**src/rtl/axi3_slave_mem.sv**
```systemverilog
// AXI3 slave backed by a 16 x 32-bit register memory, with independent write and read FSMs.
// Optional SLVERR reporting on malformed write bursts is enabled by defining AXI_SLV_ERR_RESP_EN.
module axi3_slave_mem (
  input  logic        clk_i,
  input  logic        rst_i,
  input  logic [3:0]  awid_i,
  input  logic [5:0]  awaddr_i,
  input  logic [3:0]  awlen_i,
  input  logic [2:0]  awsize_i,
  input  logic [1:0]  awburst_i,
  input  logic        awvalid_i,
  output logic        awready_o,
  input  logic [3:0]  wid_i,
  input  logic [31:0] wdata_i,
  input  logic [3:0]  wstrb_i,
  input  logic        wlast_i,
  input  logic        wvalid_i,
  output logic        wready_o,
  output logic [3:0]  bid_o,
  output logic [1:0]  bresp_o,
  output logic        bvalid_o,
  input  logic        bready_i,
  input  logic [3:0]  arid_i,
  input  logic [5:0]  araddr_i,
  input  logic [3:0]  arlen_i,
  input  logic [2:0]  arsize_i,
  input  logic [1:0]  arburst_i,
  input  logic        arvalid_i,
  output logic        arready_o,
  output logic [3:0]  rid_o,
  output logic [31:0] rdata_o,
  output logic [1:0]  rresp_o,
  output logic        rlast_o,
  output logic        rvalid_o,
  input  logic        rready_i
);

  typedef enum logic [1:0] {W_IDLE, W_DATA, W_RESP} wstate_e;
  typedef enum logic       {R_IDLE, R_DATA} rstate_e;

  wstate_e     wstate_q, wstate_d;
  rstate_e     rstate_q, rstate_d;

  logic [31:0] mem_q [16];
  logic [31:0] mem_d [16];

  logic [3:0]  awid_q, awid_d;
  logic [5:0]  waddr_q, waddr_d;
  logic [3:0]  wlen_q, wlen_d;
  logic [2:0]  wsize_q, wsize_d;
  logic [1:0]  wburst_q, wburst_d;

  logic [3:0]  arid_q, arid_d;
  logic [5:0]  raddr_q, raddr_d;
  logic [3:0]  rlen_q, rlen_d;
  logic [2:0]  rsize_q, rsize_d;
  logic [1:0]  rburst_q, rburst_d;
  logic [3:0]  rcnt_q, rcnt_d;

`ifdef AXI_SLV_ERR_RESP_EN
  logic [3:0]  wcnt_q, wcnt_d;
  logic [1:0]  bresp_q, bresp_d;
`endif

  // WID is accepted but deliberately ignored: only one write is ever outstanding.
  logic        unusedWid;
  assign unusedWid = ^wid_i;

  // WRAP blocks are (len+1)*step bytes; since len+1 is a power of two the block mask is len<<sz | step-1.
  function automatic logic [5:0] nextAddr(input logic [5:0] addr, input logic [2:0] size,
                                          input logic [3:0] len, input logic [1:0] burst);
    logic [1:0] sz;
    logic [5:0] step;
    logic [5:0] inc;
    logic [5:0] mask;
    sz   = (size > 3'd2) ? 2'd2 : size[1:0];
    step = 6'd1 << sz;
    inc  = addr + step;
    mask = ({2'b00, len} << sz) | (step - 6'd1);
    case (burst)
      2'b00:   nextAddr = addr;
      2'b10:   nextAddr = (len == 4'd1 || len == 4'd3 || len == 4'd7 || len == 4'd15)
                          ? ((addr & ~mask) | (inc & mask)) : inc;
      default: nextAddr = inc;
    endcase
  endfunction

  always_comb begin
    wstate_d  = wstate_q;
    awid_d    = awid_q;
    waddr_d   = waddr_q;
    wlen_d    = wlen_q;
    wsize_d   = wsize_q;
    wburst_d  = wburst_q;
    mem_d     = mem_q;
    awready_o = 1'b0;
    wready_o  = 1'b0;
    bvalid_o  = 1'b0;
`ifdef AXI_SLV_ERR_RESP_EN
    wcnt_d    = wcnt_q;
    bresp_d   = bresp_q;
`endif
    case (wstate_q)
      W_IDLE: begin
        awready_o = !rst_i;
        if (awvalid_i && awready_o) begin
          awid_d   = awid_i;
          waddr_d  = awaddr_i;
          wlen_d   = awlen_i;
          wsize_d  = awsize_i;
          wburst_d = awburst_i;
`ifdef AXI_SLV_ERR_RESP_EN
          wcnt_d   = 4'd0;
`endif
          wstate_d = W_DATA;
        end
      end
      W_DATA: begin
        wready_o = 1'b1;
        if (wvalid_i) begin
          for (int i = 0; i < 4; i++) begin
            if (wstrb_i[i]) begin
              mem_d[waddr_q[5:2]][8*i +: 8] = wdata_i[8*i +: 8];
            end
          end
          waddr_d = nextAddr(waddr_q, wsize_q, wlen_q, wburst_q);
`ifdef AXI_SLV_ERR_RESP_EN
          wcnt_d  = wcnt_q + 4'd1;
`endif
          if (wlast_i) begin
`ifdef AXI_SLV_ERR_RESP_EN
            bresp_d = ((wcnt_q != wlen_q) || (wsize_q > 3'd2)) ? 2'b10 : 2'b00;
`endif
            wstate_d = W_RESP;
          end
        end
      end
      W_RESP: begin
        bvalid_o = 1'b1;
        if (bready_i) begin
          wstate_d = W_IDLE;
        end
      end
      default: wstate_d = W_IDLE;
    endcase
  end

  assign bid_o = awid_q;
`ifdef AXI_SLV_ERR_RESP_EN
  assign bresp_o = bresp_q;
`else
  assign bresp_o = 2'b00;
`endif

  // RDATA is a combinational read of the register array, so a write committed on one edge shows up the next cycle.
  always_comb begin
    rstate_d  = rstate_q;
    arid_d    = arid_q;
    raddr_d   = raddr_q;
    rlen_d    = rlen_q;
    rsize_d   = rsize_q;
    rburst_d  = rburst_q;
    rcnt_d    = rcnt_q;
    arready_o = 1'b0;
    rvalid_o  = 1'b0;
    rlast_o   = 1'b0;
    rdata_o   = 32'd0;
    case (rstate_q)
      R_IDLE: begin
        arready_o = !rst_i;
        if (arvalid_i && arready_o) begin
          arid_d   = arid_i;
          raddr_d  = araddr_i;
          rlen_d   = arlen_i;
          rsize_d  = arsize_i;
          rburst_d = arburst_i;
          rcnt_d   = 4'd0;
          rstate_d = R_DATA;
        end
      end
      R_DATA: begin
        rvalid_o = 1'b1;
        rdata_o  = mem_q[raddr_q[5:2]];
        rlast_o  = (rcnt_q == rlen_q);
        if (rready_i) begin
          if (rlast_o) begin
            rstate_d = R_IDLE;
          end else begin
            raddr_d = nextAddr(raddr_q, rsize_q, rlen_q, rburst_q);
            rcnt_d  = rcnt_q + 4'd1;
          end
        end
      end
      default: rstate_d = R_IDLE;
    endcase
  end

  assign rid_o   = arid_q;
  assign rresp_o = 2'b00;

  always_ff @(posedge clk_i or posedge rst_i) begin
    if (rst_i) begin
      wstate_q <= W_IDLE;
      awid_q   <= 4'd0;
      waddr_q  <= 6'd0;
      wlen_q   <= 4'd0;
      wsize_q  <= 3'd0;
      wburst_q <= 2'd0;
`ifdef AXI_SLV_ERR_RESP_EN
      wcnt_q   <= 4'd0;
      bresp_q  <= 2'b00;
`endif
      for (int k = 0; k < 16; k++) begin
        mem_q[k] <= 32'd0;
      end
    end else begin
      wstate_q <= wstate_d;
      awid_q   <= awid_d;
      waddr_q  <= waddr_d;
      wlen_q   <= wlen_d;
      wsize_q  <= wsize_d;
      wburst_q <= wburst_d;
`ifdef AXI_SLV_ERR_RESP_EN
      wcnt_q   <= wcnt_d;
      bresp_q  <= bresp_d;
`endif
      mem_q    <= mem_d;
    end
  end

  always_ff @(posedge clk_i or posedge rst_i) begin
    if (rst_i) begin
      rstate_q <= R_IDLE;
      arid_q   <= 4'd0;
      raddr_q  <= 6'd0;
      rlen_q   <= 4'd0;
      rsize_q  <= 3'd0;
      rburst_q <= 2'd0;
      rcnt_q   <= 4'd0;
    end else begin
      rstate_q <= rstate_d;
      arid_q   <= arid_d;
      raddr_q  <= raddr_d;
      rlen_q   <= rlen_d;
      rsize_q  <= rsize_d;
      rburst_q <= rburst_d;
      rcnt_q   <= rcnt_d;
    end
  end

endmodule

```
**config.mk**
```make
export PLATFORM = sky130hd
export DESIGN_NAME = axi3_slave_mem
export DESIGN_NICKNAME = d
export VERILOG_FILES = /design/src/rtl/axi3_slave_mem.sv
export SDC_FILE = /design/constraint.sdc
export NUM_CORES = 1
export LEC_CHECK = 0
export ABC_AREA = 0
export CAP_MARGIN = 20
export CORE_MARGIN = 2
export CORE_UTILIZATION = 60
export CTS_CLUSTER_SIZE = 12
export DETAILED_ROUTE_END_ITERATION = 6
export PLACE_DENSITY = 0.8
export RECOVER_POWER = 50
export SLEW_MARGIN = 20
export SYNTH_ARGS = -nofsm -noshare
export SYNTH_HDL_FRONTEND = slang
export SYNTH_SLANG_ARGS = --single-unit
```
**constraint.sdc**
```tcl
create_clock -name clk_i -period 19.9 [get_ports clk_i]
set_clock_uncertainty 0.2 [all_clocks]
set_input_delay 1.99 -clock clk_i [delete_from_list [all_inputs] [get_ports clk_i]]
set_output_delay 1.99 -clock clk_i [all_outputs]
set_load 0.005 [all_outputs]
```
* Word-level counts from Yosys, hierarchy flattened *
Cells that the tools add are included.

operators by class
  add/subtract/negate cells = 5
  reductions and logical operators = 21
  multiplexer cells = 58
  shifts and indexed selects = 4
  magnitude comparators = 5
  bitwise logic cells = 13
  equality and inequality tests = 22

operators with widths
  cell                                                                 number
  512-bit 2-to-1 mux                                                   10
  512-bit bitwise mux                                                  4
  32-bit demux with 4-bit select                                       4
  32-bit binary-select mux with 4-bit select                           1
  32-bit 2-to-1 mux                                                    4
  6-bit one-hot mux with 2 select lines                                4
  6-bit 2-to-1 mux                                                     7
  6-bit AND                                                            4
  24-bit 2-to-1 mux                                                    1
  6-bit OR                                                             4
  2-bit inequality test (second input constant)                        9
  16-bit 2-to-1 mux                                                    1
  6-bit adder                                                          2
  2-bit 2-to-1 mux                                                     6
  4-bit 2-to-1 mux                                                     3
  6-bit inverter                                                       2
  4-bit AND reduction                                                  3
  1-bit by 2-bit << shifter with 6-bit output (first input constant)   2
  4-bit by 2-bit << shifter with 6-bit output                          2
  6-bit by 1-bit subtractor with 6-bit output (second input constant)  2
  5-bit greater-or-equal comparator (second input constant)            2
  4-bit inverter with 5-bit output                                     2
  1-bit 2-to-1 mux                                                     9
  4-bit by 1-bit == test with 1-bit output (second input constant)     2
  other kinds (21)                                                     38

storage, ports and cells
  input bits = 86
  register bits = 557
  output and inout port bits = 50
  logic and storage cells = 157

* Depth between registers and ports, before layout *
  depth after elaboration = 19
  depth in mapped cells = 11
  gate-level depth less buffers = 11

* Worst setup path after synthesis *
Ideal clock, no wire load.

  kind = input-to-reg
  start point = input rst_i
  end point = register (tool-made name)
  data required time = 19.572 ns
  stages on the path = 5
  setup time = 0.128 ns
  buffers on the path = 0
  slack = 4.613 ns
  arrival = 14.960 ns
  path through = inv_1 -> nand3b_1 -> a21oi_1 -> o21ai_1 -> mux2_1

RTL lines
  item             RTL line  RTL
  start, declared  5         input logic rst_i,

==> results by group <==
Pwr
  – Power per Cell Area: 144 nW/um^2
  – P_leak: 14.0 nW
  – Max VDD drop: 131 uV
  – Flop pwr share: 44.3%
  – Clock network power share: 23.8%
  – NetSw: 1.26 mW
  – Logic pwr share: 31.9%
  – Final Power: 4.20 mW
  – Internal power: 2.94 mW
  – Sw Share: 30.0%

Finish
  – FILL cells: 2931
  – Layout net count: 1884
  – Area growth syn-to-layout: 11.8%
  – Multi-input logic area: 11400 um^2
  – Share of layout cells above drive strength 1: 16.5%
  – Fin util: 67.8%
  – Sequential cell area: 13900 um^2
  – Post-Layout Cell Count: 2407
  – Final instance area: 29200 um^2

Timing
  – Fin. Hold Viols: 0
  – RSZ-0062 raised after global routing: no
  – Tcrit/Tclk final: 46.2%
  – Worst-Margin Slew: 5.65 ns
  – Final setup fails: 0
  – F_max: 0.109 GHz
  – Max-slew headroom: -279%
  – Fin crit period: 9.19 ns
  – Slew Limit Fails: 129
  – Setup TNS: 0 ns

Clock tree
  – H-Tree Depth: 2
  – Skew-Pair Late Insertion Delay: 0.59 ns
  – TritonCTS clock tree: built
  – Clock buffer depth: 3
  – Clk pin slew, worst setup/hold paths: 0.06 ns
  – Num CTS Buffers: 57
  – Clk sink count: 557
  – Cts repair resizes: 0
  – Cts hold-fix bufs: 0
  – Post-CTS setup buffers: 0
  – CTS root buffer: clkbuf_16

Global route
  – Largest net degree at the start of global routing: 129
  – First-pass GRT wire length: 91.6 mm
  – Initial antenna violation count: 4
  – Congestion Overflow GR: 0
  – Vias in the first global route: 15900
  – Tot GR Track Use: 26.9%

Run status
  – Failing checks: max-capacitance violations, max-slew violations
  – Outcome: finished, violations left

Setup path
  – CP Buf/Inv Count: 2
  – Crit path cell chain: dlygate4sd3_1 > clkinvlp_2 > nand3b_1 > a21oi_1 > o21ai_1 > mux2_1
  – Critical path launch point type: input port
  – CP required: 20.16 ns
  – CP arrival: 9.45 ns
  – Slowest CP cell: clkinvlp_2
  – Worst path top cell family by delay: buffers and inverters
  – Endpoint class of the critical path: flop
  – Slowest stage delay, CP: 4.30 ns
  – Path type of the worst setup path: in2reg
  – Critical path fanouts, max: 128

Synth
  – Largest family of logic cells by synthesized area: multiplexers
  – Post-synth top flop: dfrtp_1
  – Complex-gate fraction of the synthesized area: 1.39%
  – Seq/Total Area, Yosys: 53.3%
  – Simple-Gate Fraction of Synth Area: 5.10%
  – Avg Inst Size Synth: 15.5 um^2
  – EDFF count, synth: 0
  – Synth warn: 0
  – Asr flop ratio synth: 100%
  – Mux cell area share after synthesis: 37.1%
  – Netlist Area Pre-Place: 26100 um^2
  – Post-synthesis cell count: 1682
  – Adder-cell share of the synthesized area: 0.584%
  – XOR/XNOR Fraction of Synth Area: 0.235%
  – Count of cell types in the netlist: 56
  – Synthesis-stage register bit count: 557

Floorplan
  – Starting Density: 60.7%
  – I/O pin total: 136
  – Die Span Y: 213 um
  – Die Wd: 213 um
  – Row count: 76
  – Die footprint: 45200 um^2
  – Core Area: 43100 um^2

Place
  – Placed insts: 2313
  – GPL Wtd Cong: 0.822
  – DP Area: 27800 um^2
  – Port bufs: 127
  – DP Wirelength: 35.4 mm

Route
  – Routed wire length: 58.1 mm
  – DRC viols: 0
  – Wire per inst: 24.1 um
  – Vias per cell: 6.14
  – Total iterations of the first detailed-routing run: 5
  – Total number of vias: 14800
  – Antenna-violating nets left: 0
  – Starting DRT DRC Count: 1292

Min path
  – Hold WC Path Type: reg2reg

Run
  – # Max-Cap Violations: 1
[cells in the mapped netlist (10+ instances only)]
| cell type | instances | area share, % |
|---|---|---|
| nand2_1 | 66 | 0.95 |
| buf_2 | 25 | 0.48 |
| buf_6 | 11 | 0.47 |
| nor3_1 | 10 | 0.19 |
| clkbuf_1 | 53 | 0.76 |
| inv_1 | 17 | 0.24 |
| a21oi_1 | 15 | 0.29 |
| dfrtp_1 | 557 | 53 |
| mux2_1 | 494 | 21 |
| o21ai_0 | 12 | 0.23 |
| nor2_1 | 18 | 0.26 |
| mux2_2 | 39 | 1.7 |
| mux4_2 | 160 | 14 |
| and2_1 | 35 | 0.84 |
| nor2_4 | 20 | 0.86 |
| nand2_2 | 40 | 0.96 |
[cells by family (layout without fill, tap and decap cells)]
family / Yosys count / count (layout)
muxes: 702 / 702
DFF: 557 / 557
and+or+nand+nor: 228 / 228
buffers and inverters: 117 / 251
AOI/OAI and AO/OA: 59 / 59
adders and majority gates: 11 / 11
xor gates and xnor gates: 7 / 7
other: 1 / 7
[final cells by class]
class | instances | area share, %
clock inverters | 10 | 0.343
inverters | 18 | 0.236
well taps | 585 | 2.51
clock buffers | 83 | 5.52
flip-flops and latches | 557 | 47.7
diodes | 1 | 0.00856
multi-input cells | 1013 | 38.9
repair buffers | 140 | 4.74
[state kept, by name (all words and copies together), names as in the netlist, named ones only]
signal    cells
mem_q       512
bid_o         4
rcnt_q        4
rid_o         4
rlen_q        4
wlen_q        4
rsize_q       3
wsize_q       3
rburst_q      2
wburst_q      2
wstate_q      2
rstate_q      1
[through the flow]
step / hold slack (ns) / worst slack [ns]
detailed placement: 0.261 / 14.06
floorplan: 0.246 / 2.12
CTS: 0.275 / 13.64
global route: 0.294 / 9.23
global placement: 0.260 / 14.17
finish: 0.266 / 10.71
[cell usage in the layout, fill, tap and decap left out, types with 9 or more instances in the layout]
| master | Yosys | routed |
|---|---|---|
| dfrtp_1 | 557 | 552 |
| mux2_1 | 494 | 494 |
| mux4_2 | 160 | 160 |
| clkdlybuf4s50_1 | 0 | 117 |
| nand2_1 | 66 | 101 |
| clkbuf_16 | 0 | 57 |
| mux2_2 | 39 | 39 |
| nor2_1 | 18 | 38 |
| and2_1 | 35 | 34 |
| clkbuf_1 | 53 | 18 |
| inv_1 | 17 | 16 |
| a21oi_1 | 15 | 15 |
| o21ai_0 | 12 | 13 |
| nor3_1 | 10 | 10 |
| dlygate4sd3_1 | 0 | 10 |
| mux2i_1 | 9 | 9 |
| ha_1 | 9 | 9 |
| clkbuf_8 | 0 | 9 |
| buf_4 | 9 | 9 |
[path summary, 6_finish.rpt]
| kind | startpoint | to | slack, ns | cells after the start |
|---|---|---|---|---|
| worst max-delay path | rst_i | flop | 10.71 | 6 |
| worst min-delay path | rid_o[2] | rid_o[2] | 0.27 | 2 |
| worst max register to register | flop | mem_q[495] | 16.74 | 3 |
| worst min register to register | rid_o[2] | rid_o[2] | 0.27 | 2 |
| max in group asynchronous | rst_i | mem_q[286] | 12.47 | 4 |
| min in group asynchronous | rst_i | mem_q[333] | 3.69 | 2 |
[power groups by stage]
stage | sequential (mW) | clock [mW] | combinational (mW)
after CTS | 1.86 | 1.02 | 1.37
after floorplan | 1.74 | 0 | 1.10
final | 1.86 | 1.00 | 1.34
after detailed placement | 1.87 | 0 | 1.36
after global placement | 1.83 | 0 | 1.32
after global routing | 1.91 | 1.06 | 1.46
[routing by layer]
metal / GRT usage (%) / part of all wire, %
met4: 7.35 / 1.7
met2: 44.4 / 50
met3: 4.49 / 5.6
met1: 37.5 / 43
met5: 0 / 0.053
[tightest hold or removal path: stages, from the launching register on]
cell     delay, ns
dfrtp_1       0.33
nand2_1       0.05
nand2_1       0.06
Note: power is estimated with default switching activity, not from simulation.
